**src/rtl/qdec_cabac_ctu_sched.sv**
```systemverilog
// CTU raster scheduler: latches picture geometry on cabac_start, then issues one
// CTU job at a time over valid/ready and reports pic_done after the last ctu_done.
module qdec_cabac_ctu_sched #(
   parameter int CNT_W  = 12,
   parameter int ADDR_W = 24
) (
   input  logic              clk,
   input  logic              rst_n,
   input  logic              cabac_start,
   input  logic              abort,
   input  logic [15:0]       pic_width_luma,
   input  logic [15:0]       pic_height_luma,
   input  logic [2:0]        log2_ctb_size,
   output logic              ctu_valid,
   input  logic              ctu_ready,
   output logic [CNT_W-1:0]  ctu_x,
   output logic [CNT_W-1:0]  ctu_y,
   output logic [ADDR_W-1:0] ctu_addr,
   output logic              ctu_first_in_row,
   output logic              ctu_last_in_pic,
   input  logic              ctu_done,
   output logic              busy,
   output logic              pic_done,
   output logic              err_cfg
);

   typedef enum logic [2:0] {
      S_IDLE,
      S_CALC,
      S_ISSUE,
      S_WAIT,
      S_DONE
   } state_t;

   state_t              state_q;
   logic [15:0]         w_q, h_q;
   logic [2:0]          l_q;
   logic [CNT_W:0]      pw_q, ph_q;
   logic [CNT_W-1:0]    x_q, y_q;
   logic [ADDR_W-1:0]   addr_q;
   logic                valid_q, first_q, last_q, pic_done_q, err_q;

   logic [CNT_W:0]      pw_calc, ph_calc;
   logic                geom_bad;
   logic                x_wrap;
   logic [CNT_W-1:0]    x_d, y_d;
   logic                last_d;

   // Ceiling division done in 17 bits so a 65535-sample dimension cannot overflow.
   always_comb begin
      pw_calc  = (CNT_W+1)'(({1'b0, w_q} + ((17'd1 << l_q) - 17'd1)) >> l_q);
      ph_calc  = (CNT_W+1)'(({1'b0, h_q} + ((17'd1 << l_q) - 17'd1)) >> l_q);
      geom_bad = (log2_ctb_size < 3'd4) || (log2_ctb_size > 3'd6) ||
                 (pic_width_luma == '0) || (pic_height_luma == '0);
      x_wrap   = ({1'b0, x_q} == (pw_q - (CNT_W+1)'(1)));
      x_d      = x_wrap ? '0 : x_q + CNT_W'(1);
      y_d      = x_wrap ? y_q + CNT_W'(1) : y_q;
      last_d   = ({1'b0, x_d} == (pw_q - (CNT_W+1)'(1))) &&
                 ({1'b0, y_d} == (ph_q - (CNT_W+1)'(1)));
   end

   always_ff @(posedge clk) begin
      if (!rst_n) begin
         state_q    <= S_IDLE;
         w_q        <= '0;
         h_q        <= '0;
         l_q        <= '0;
         pw_q       <= '0;
         ph_q       <= '0;
         x_q        <= '0;
         y_q        <= '0;
         addr_q     <= '0;
         valid_q    <= 1'b0;
         first_q    <= 1'b0;
         last_q     <= 1'b0;
         pic_done_q <= 1'b0;
         err_q      <= 1'b0;
      end else begin
         pic_done_q <= 1'b0;
         err_q      <= 1'b0;
         if (abort) begin
            state_q <= S_IDLE;
            valid_q <= 1'b0;
         end else begin
            case (state_q)
               S_IDLE: begin
                  if (cabac_start) begin
                     w_q     <= pic_width_luma;
                     h_q     <= pic_height_luma;
                     l_q     <= log2_ctb_size;
                     // Legality is judged on the start edge so err_cfg lands in the CALC cycle.
                     err_q   <= geom_bad;
                     state_q <= S_CALC;
                  end
               end
               S_CALC: begin
                  x_q     <= '0;
                  y_q     <= '0;
                  addr_q  <= '0;
                  pw_q    <= pw_calc;
                  ph_q    <= ph_calc;
                  first_q <= 1'b1;
                  last_q  <= (pw_calc == (CNT_W+1)'(1)) && (ph_calc == (CNT_W+1)'(1));
                  if (err_q) begin
                     state_q <= S_IDLE;
                  end else begin
                     valid_q <= 1'b1;
                     state_q <= S_ISSUE;
                  end
               end
               S_ISSUE: begin
                  if (ctu_ready) begin
                     valid_q <= 1'b0;
                     state_q <= S_WAIT;
                  end
               end
               S_WAIT: begin
                  if (ctu_done) begin
                     if (last_q) begin
                        pic_done_q <= 1'b1;
                        state_q    <= S_DONE;
                     end else begin
                        x_q     <= x_d;
                        y_q     <= y_d;
                        addr_q  <= addr_q + ADDR_W'(1);
                        first_q <= (x_d == '0);
                        last_q  <= last_d;
                        valid_q <= 1'b1;
                        state_q <= S_ISSUE;
                     end
                  end
               end
               S_DONE: state_q <= S_IDLE;
               default: state_q <= S_IDLE;
            endcase
         end
      end
   end

   assign ctu_valid        = valid_q;
   assign ctu_x            = x_q;
   assign ctu_y            = y_q;
   assign ctu_addr         = addr_q;
   assign ctu_first_in_row = first_q;
   assign ctu_last_in_pic  = last_q;
   assign busy             = (state_q != S_IDLE);
   assign pic_done         = pic_done_q;
   assign err_cfg          = err_q;

endmodule

```
**config.mk**
```make
export PLATFORM = sky130hd
export DESIGN_NAME = qdec_cabac_ctu_sched
export DESIGN_NICKNAME = d
export VERILOG_FILES = /design/src/rtl/qdec_cabac_ctu_sched.sv
export SDC_FILE = /design/constraint.sdc
export NUM_CORES = 1
export LEC_CHECK = 0
export ABC_AREA = 1
export BUFFER_PORTS_ARGS = -buffer_cell sky130_fd_sc_hd__buf_2
export CELL_PAD_IN_SITES_DETAIL_PLACEMENT = 1
export CELL_PAD_IN_SITES_GLOBAL_PLACEMENT = 1
export CORE_MARGIN = 10
export CORE_UTILIZATION = 42
export CTS_BUF_LIST = sky130_fd_sc_hd__clkbuf_16
export DETAILED_ROUTE_END_ITERATION = 10
export GPL_TIMING_DRIVEN = 1
export PLACE_DENSITY = 0.89
export SYNTH_ARGS = -nofsm -noshare
export SYNTH_HDL_FRONTEND = slang
export SYNTH_SLANG_ARGS = --single-unit
export TNS_END_PERCENT = 5
```
**constraint.sdc**
```tcl
create_clock -name clk -period 4.79 [get_ports clk]
set_input_delay 1.437 -clock clk [delete_from_list [all_inputs] [get_ports clk]]
set_output_delay 1.437 -clock clk [all_outputs]
set_load 0.01 [all_outputs]
```
Word level (Yosys, flattened, before mapping)
Index checks and enable logic that the tools add are counted.

storage, ports and cells
  input bits = 41
  logic and storage cells = 96
  register bits after elaboration = 117

operators by class
  bitwise operators = 6
  mux-type cells = 29
  add/sub/neg operators = 8
  order comparisons = 2
  shifts and indexed selects = 3
  reductions and logical operators = 21
  eq/ne operators = 13

operators with widths
  kind                     count
  $mux W12                 6
  $mux W24                 2
  $pmux W12 S2             2
  $pmux W24 S2             1
  $eq A12 B13 Y1           3
  $add A16 B17 Y17         2
  $shr A17 B3 Y13          2
  $logic_not A16 Y1        2
  $eq A13 B1 Y1 const B    2
  $sub A13 B1 Y13 const B  2
  $add A12 B1 Y12 const B  2
  $add A24 B1 Y24 const B  1
  $shl A1 B3 Y17 const A   1
  $sub A17 B1 Y17 const B  1
  $logic_not A12 Y1        1
  $mux W3                  4
  $pmux W3 S4              1
  $ne A2 B2 Y1 const B     5
  $mux W1                  9
  $reduce_and A3 Y1        3
  $reduce_or A4 Y1         2
  $eq A3 B2 Y1 const B     2
  $not A1 Y1               6
  $reduce_bool A3 Y1       2
  14 further kinds         18

Depth between registers and ports, before layout
Gate-level depths: netlist of the first run.

  depth after elaboration = 8
  gate-level depth with buffers = 30

Least setup slack after synthesis of the first run
Ideal clock, no wire load.

  path type = register to register
  start = register l_q[0]
  end = register last_q, in the netlist ctu_last_in_pic
  stages on the path, launching flop included = 28
  path buffers = 2
  setup time = 0.070 ns
  slack = 1.345 ns
  arrival time = 3.375 ns
  period minus slack after synthesis = 3.445 ns
  path through = dfxtp_1 clkbuf_1 inv_1 buf_1 nand2_1 ha_1 o21ai_0 xnor2_1 ha_1 a21oi_1 nor2_1 nor2_1 nand2_1 nand2_1 nand3b_1 nand2_1 nand2_1 nand2_1 nand2_1 nand3_1 nand2_1 nor2_1 nand2_1 nor2_1 nand3_1 nand2_1 nand3_1 a21oi_1

between the ends
  cells in the longest elaborated chain, start to end = 7
  elaborated cells between the ends (all ways) = 10

ends and longest elaborated chain
  item                                        line    source
  from (decl)                                 37      logic [2:0] l_q;
  from (signal assigned)                      90      l_q <= log2_ctb_size;
  $shl A1 B3 Y17                              51, 52
  $sub A17 B1 Y17                             51, 52
  $add A16 B17 Y17, on equally long branches  51, 52
  $shr A17 B3 Y13, on equally long branches   51, 52
  $eq A13 B1 Y1                               103     last_q <= (pw_calc == (CNT_W+1)'(1)) && (ph_calc == (CNT_W+1)'(1));
  $logic_and A1 B1 Y1 *                       103
  $pmux W1 S2 *                               85      case (state_q)
  to (signal assigned)                        103
  to (signal assigned)                        127     last_q <= last_d;
  to (decl)                                   41      logic valid_q, first_q, last_q, pic_done_q, err_q;

Every way passes the cells marked *; elsewhere a longest branch is shown, timed or not.
A chain may end at the register's enable or synchronous reset.

Worst setup path after layout of the first run
  start = register l_q[1]
  end = register last_q, in the netlist ctu_last_in_pic

Same word-level chain as after synthesis.

==> metrics.txt, run 1 <==
ant diodes 0; HP Class register to register; Synth area leader dfxtp_1; Detailed Place HPWL between 20 and 30 mm; hold slack approximately 0.49 ns; per-cell routed wire length ~17 microns; Ports 95; CP most frequent cell nand2_1; critical path peak fanout 6; placed cells ~1900; final hold vios 0; initial core utilization 0.4255; Peak VDD IR 0.2030 mV; DIE HEIGHT between 150 and 200 microns; Congestion Overflow GR 0; Pre-Repair DR Iteration Count 5; CTS Root Cell clkbuf_16; Rows between 50 and 60; Clock Tree Buf Depth 2; Reg-to-Reg End ctu_last_in_pic$_SDFFE_PN0P_; most frequent cells in the layout 455 x nand2_1, 211 x nand3_1, 173 x nor2_1, 167 x inv_1, 117 x dfxtp_1; first-pass GRT wire length about 55 mm; Most used DFF post-synth dfxtp_1; Distinct cells, synth 48; Setup Viol. Count Final 0; YS warnings 0; vias in the first global route 11110; Cell Count, Final, Fillers Out 1935; Post-Syn Area 9258 sq um; MaxCap Viol Count 0; share of layout cells above drive strength 1 0.1009; final net count around 1700; initial DRC count approximately 800; Leak Pwr 5.056 nW; Slew HR 0.2878; worst clock skew 0.02105 ns; sequential cell area fraction in the yosys report 0.2530; HP Start ctu_addr[20]$_SDFFE_PN0P_; P per Cell Area 301.7 nW/um^2; fillers roughly 3000; Worst path slowest cell o21ai_0; Reg2Reg Depth 22; post-cts repair resize count 0; final WL between 30 and 40 mm; drt drc 0; WP data required approximately 5.2 ns; syn avg cell area 5.934 sq um; critical path endpoint category register; Reg clk slew, reported paths around 0.060 ns; Worst Hold Endpoint ctu_addr[20]$_SDFFE_PN0P_; layout overhead on the synthesized area 14.02%; reg-to-reg startpoint l_q[1]$_SDFFE_PN0P_; Final Cycle Share 0.8773; cts hold-fix bufs 0; Synth top area share 0.2530; Post-synth EDFFs 0; Mapped Cells approximately 1600; combined area of the multi-input logic cells about 6000 sq um; CP Launch Type register; Synth Register Bits roughly 120; die area about 28000 sq um; outcome finished clean; setup bufs post-CTS 0; Fmax achieved around 0.24 GHz; later-pin clock latency in the skew report ~0.44 ns; total CTS buffers 17; RSZ-0062 raised after global routing no; DR vias approximately 11000; Fin Setup TNS 0 ns; crit path kind register to register; synth top area cells dfxtp_1 25%, nand2_1 18%, nand3_1 11%; largest net degree at the start of global routing 39; Tightest Pin Transition 1.067 ns; crit-path cells nor2_1 -> nand2_1 -> ha_1 -> xnor2_1 -> ha_1 -> nand2_1 -> o21ai_0 -> nand2_1 -> nand2_1 -> nand2_1 -> and2_1 -> o21ai_0 -> nand2_1 -> nand3_1 -> nand2_1 -> nor2_1 -> nand3_1 -> nor2_1 -> nand3_1 -> nand2_1 -> nand3_1 -> a21oi_1; most common cell after layout, fill and taps aside nand2_1; Worst EP arrival 4.56 ns; Num Clock Sinks ~120; post-route ant nets 0; CTS tree done; Die W 168.5 microns; WHS Path Cells 2; Total GRT Usage 0.2287; GPL Wtd Cong slightly below 1; DR vias/cell between 5 and 6; r2r setup slk 0.59 ns; CTS HTree Levels 4; initial antenna violation count 1; Final Max Tran Viols 0; min cycle time layout roughly 4.2 ns; register area between 2000 and 2500 sq um; PortBufs 94; core box area 21760 sq um; ys async rst share 0; Max stage delay on crit path between 0.5 and 0.6 ns
-- cells in the mapped netlist (4+ instances only) --
cell and count:
xnor2_1 5, buf_2 5, a21oi_1 80, nor3_1 22, nand3b_1 19, and2_1 4, ha_1 39, clkbuf_1 32
o21ai_0 81, dfxtp_1 117, o21a_1 4, buf_1 11, inv_1 167, nor4_1 15, nand2_1 455, o22ai_1 9
nand4_1 27, xor2_1 28, nor2_1 173, a211oi_1 4, nand3_1 211, nand2_2 6, nor2_2 7
-- kinds of logic (layout without fill, tap and decap cells) --
family                     count (synthesis)  after routing  share of synthesized area
AOI/OAI and AO/OA                        196            196                     0.1157
xor gates and xnor gates                  35             35                    0.03609
muxes                                      1              1                   0.001081
buffers and inverters                    221            311                    0.09190
other                                      1              6                  0.0004051
and+or+nand+nor                          948            948                     0.4448
adders and majority gates                 41             41                    0.05704
DFF                                      117            117                     0.2530
-- worst max-delay path: cells and delay by family (launching register included) --
family          cells  cell delay (ns)
compound gates      3             0.89
flops               1             0.34
xor+xnor            1             0.36
simple gates       16             2.00
fa+ha+maj           2             0.51
-- power by group --
group / switching, mW / total [mW] / internal [mW]
registers: 0.0334 / 1.04 / 1.00
logic: 0.606 / 0.905 / 0.299
clock network: 0.529 / 1.24 / 0.714
-- routing by layer --
layer / up-vias / part of all wire / GRT usage
met5: - / 0 / 0
met4: 0 / 0.031 / 0.09425
met3: 70 / 0.043 / 0.03705
met2: 265 / 0.49 / 0.3963
met1: 5192 / 0.43 / 0.2748
li1: 5281 / - / -
-- cell type report --
class | instances | area share
multi-input combinational | 1227 | 0.5768
inverter | 171 | 0.06081
timing repair buffer | 108 | 0.05453
clock inverter | 15 | 0.01245
tap | 280 | 0.03319
sequential | 117 | 0.2219
clock buffer | 17 | 0.04030
-- state kept, by name, summed over array words and instances (netlist names) --
register          count
l_q                   3
ctu_first_in_row      1
state_q               3
ctu_valid             1
h_q                  16
pw_q                 13
err_cfg               1
ctu_y                12
ph_q                 13
pic_done              1
ctu_addr             24
ctu_last_in_pic       1
ctu_x                12
w_q                  16
-- through the flow --
step / instance area (sq um) / setup slack, ns / util / power [mW]
3_3_place_gp: 9998 / 1.045 / 0.4596 / 1.891
4_1_cts: 10560 / 0.6370 / 0.4852 / 3.187
2_1_floorplan: 9276 / 1.345 / - / 1.677
6_report: 10560 / 0.5879 / 0.4852 / 3.185
3_5_place_dp: 9998 / 0.8011 / 0.4596 / 1.930
5_1_grt: 10560 / 0.08988 / 0.4852 / 3.357
-- worst max-delay path by stage --
stage / slack (ns) / to / start / cells after the start
after floorplan: 1.34 / ctu_last_in_pic$_SDFFE_PN0P_ / l_q[0]$_SDFFE_PN0P_ / 27
after global placement: 1.04 / ctu_last_in_pic$_SDFFE_PN0P_ / l_q[2]$_SDFFE_PN0P_ / 23
after detailed placement: 0.80 / ctu_last_in_pic$_SDFFE_PN0P_ / l_q[1]$_SDFFE_PN0P_ / 21
after CTS: 0.64 / ctu_last_in_pic$_SDFFE_PN0P_ / l_q[1]$_SDFFE_PN0P_ / 22
after global routing: 0.09 / ctu_last_in_pic$_SDFFE_PN0P_ / l_q[2]$_SDFFE_PN0P_ / 25
final: 0.59 / ctu_last_in_pic$_SDFFE_PN0P_ / l_q[1]$_SDFFE_PN0P_ / 22
(Power assumes the default switching activity.)
==> run 2: changes to the inputs <==
==> constraint.sdc (replaced) <==
create_clock -name clk -period 4 [get_ports clk]
set_input_delay 1.2 -clock clk [delete_from_list [all_inputs] [get_ports clk]]
set_output_delay 1.2 -clock clk [all_outputs]
set_load 0.01 [all_outputs]
==> run 2 against run 1 <==
  * Flip-flop and latch count stayed put
  * Clock power is 15% higher
  * Global-route usage is 0.20 points higher
  * Core utilization is 0.83 points higher
  * Routed wire length is 5.6% higher
  * Critical endpoint unchanged
  * Largest power group unchanged
  * Highest routed layer unchanged
==> metrics.txt, run 2 (synthesis results as in run 1) <==
outcome finished clean; switching share of power 0.3657; critical path peak fanout 15; MaxCap Viol Count 0; crit path kind register to register; P_int roughly 2.4 mW; total CTS buffers 17; HP Start ctu_valid$_SDFFE_PP0P_; Pre-Repair DR Iteration Count 5; share of layout cells above drive strength 1 0.1135; Setup Viol. Count Final 0; DR vias between 10000 and 15000; Leak Pwr slightly above 5 nW; largest net degree at the start of global routing 39; P per Cell Area 355.5 nW/um^2; WP data required 4.36 ns; combinational share of power 0.300; initial DRC count 742; min cycle time layout about 3.8 ns; Die W roughly 170 microns; final net count 1734; met2 WL post-DR 17.23 mm; Psw 1.395 mW; Final Cycle Share 0.9455; Num Clock Sinks roughly 120; per-cell routed wire length around 18 microns; Clock Tree Buf Depth 2; GPL Wtd Cong 0.9876; PortBufs 94; vias in the first global route 11380; WHS Path Cells 2; met1 WL 15.16 mm; cts hold-fix bufs 0; later-pin clock latency in the skew report roughly 0.43 ns; max reg flops 24; Detailed Place HPWL ~25 mm; critical path startpoint l_q[2]$_SDFFE_PN0P_; CTS Root Cell clkbuf_16; critical path endpoint category register; Peak VDD IR 0.2640 mV; DR vias/cell ~5.6; most frequent cells in the layout 453 x nand2_1, 209 x nand3_1, 171 x inv_1, 170 x nor2_1, 115 x dfxtp_1; CTS tree done; Total GRT Usage 0.2307; Reg2Reg Depth 23; die area 28380 sq um; Reg clk slew, reported paths around 0.06 ns; CTS HTree Levels 4; met3 WL between 1 and 1.5 mm; clock network fraction of total power 0.373; CP Launch Type register; reg-to-reg startpoint l_q[2]$_SDFFE_PN0P_; most common cell after layout, fill and taps aside nand2_1; DIE HEIGHT around 170 microns; drt drc 0; final core utilization 0.4934; Rows 54; first-pass GRT wire length between 50 and 60 mm; final hold vios 0; HP Class register to register; Worst EP arrival 4.14 ns; post-route ant nets 0; worst clock skew about 0.0085 ns; DR top layer met4; Final Max Tran Viols 0; initial core utilization 0.4255; layout overhead on the synthesized area 15.96%; Slew HR 0.2816; Ports 95; final WL between 30 and 40 mm; Final Power 3.816 mW; Sequential Power Share 0.327; initial antenna violation count 1; Tightest Pin Transition roughly 1.1 ns; Fmax achieved between 0.2 and 0.3 GHz; Congestion Overflow GR 0; core box area 21760 sq um
## run 2: cell types whose count changed in the layout (fill, tap and decap cells not counted), moves of 4 or more
cell,delta
buf_4,+6
clkinv_1,+4
inv_1,+4
o21ai_0,-4
## run 2: area by class of cell
class,instances,area [sq um]
Inverter,171,641.9
Antenna cell,1,2.502
Clock buffer,17,425.4
Sequential cell,117,2345
Clock inverter,15,101.3
Multi-Input combinational cell,1227,6172
Timing Repair Buffer,118,696.9
Fill cell,3071,11020
Tap cell,280,350.3
## run 2: what timing repair did
action / CTS / global route
gates resized for setup: 0 / 31
buffers inserted: 0 / 2
setup endpoints to repair: 0 / 1
hold endpoints to repair: 0 / 0
## run 2: routing by layer
layer | up-vias | GRT usage
li1 | 5316 | -
met1 | 5245 | 0.2773
met5 | - | 0
met4 | 0 | 0.09576
met3 | 84 | 0.03705
met2 | 285 | 0.3994
## run 2: path summary, 6_finish.rpt
check / end / slack (ns)
setup / recovery: ctu_last_in_pic$_SDFFE_PN0P_ / 0.22
hold / removal: ctu_valid$_SDFFE_PP0P_ / 0.48
setup reg to reg: ctu_last_in_pic$_SDFFE_PN0P_ / 0.22
hold reg to reg: ctu_valid$_SDFFE_PP0P_ / 0.48
## run 2: critical path, stage by stage, from the launching register on
cell and delay, ns:
dfxtp_2 0.37, buf_12 0.17, inv_1 0.12, buf_4 0.21
nand3_1 0.15, xnor2_2 0.21, ha_1 0.39, nand2_1 0.14
o21ai_2 0.24, nand2_1 0.11, nand2_1 0.11, nand2_1 0.10
and2_1 0.16, o21ai_1 0.16, nand2_1 0.11, nand3_1 0.10
nand2_1 0.12, nor2_1 0.13, nand3_1 0.09, nor2_1 0.11
nand3_1 0.12, nand2_1 0.08, nand3_1 0.08, a21oi_1 0.12
## run 2: metrics by stage
step	setup TNS (ns)	instances	cell area [sq um]	worst slack [ns]	hold slack, ns
after floorplan	0	1565	9276	0.5548	0.4671
after global placement	0	1910	10050	0.3297	0.4536
after detailed placement	0	1910	10050	0.1852	0.4743
after CTS	0	1942	10580	0.003728	0.4833
after global routing	-0.04148	1946	10740	-0.04148	0.4964
final	0	1946	10740	0.2178	0.4753
## run 2: power by group through the flow
stage	clock network (mW)	logic (mW)	registers, mW
2_1_floorplan	0	0.757	1.25
3_3_place_gp	0	1.01	1.26
3_5_place_dp	0	1.05	1.26
4_1_cts	1.42	1.08	1.24
5_1_grt	1.48	1.27	1.25
6_report	1.42	1.15	1.25
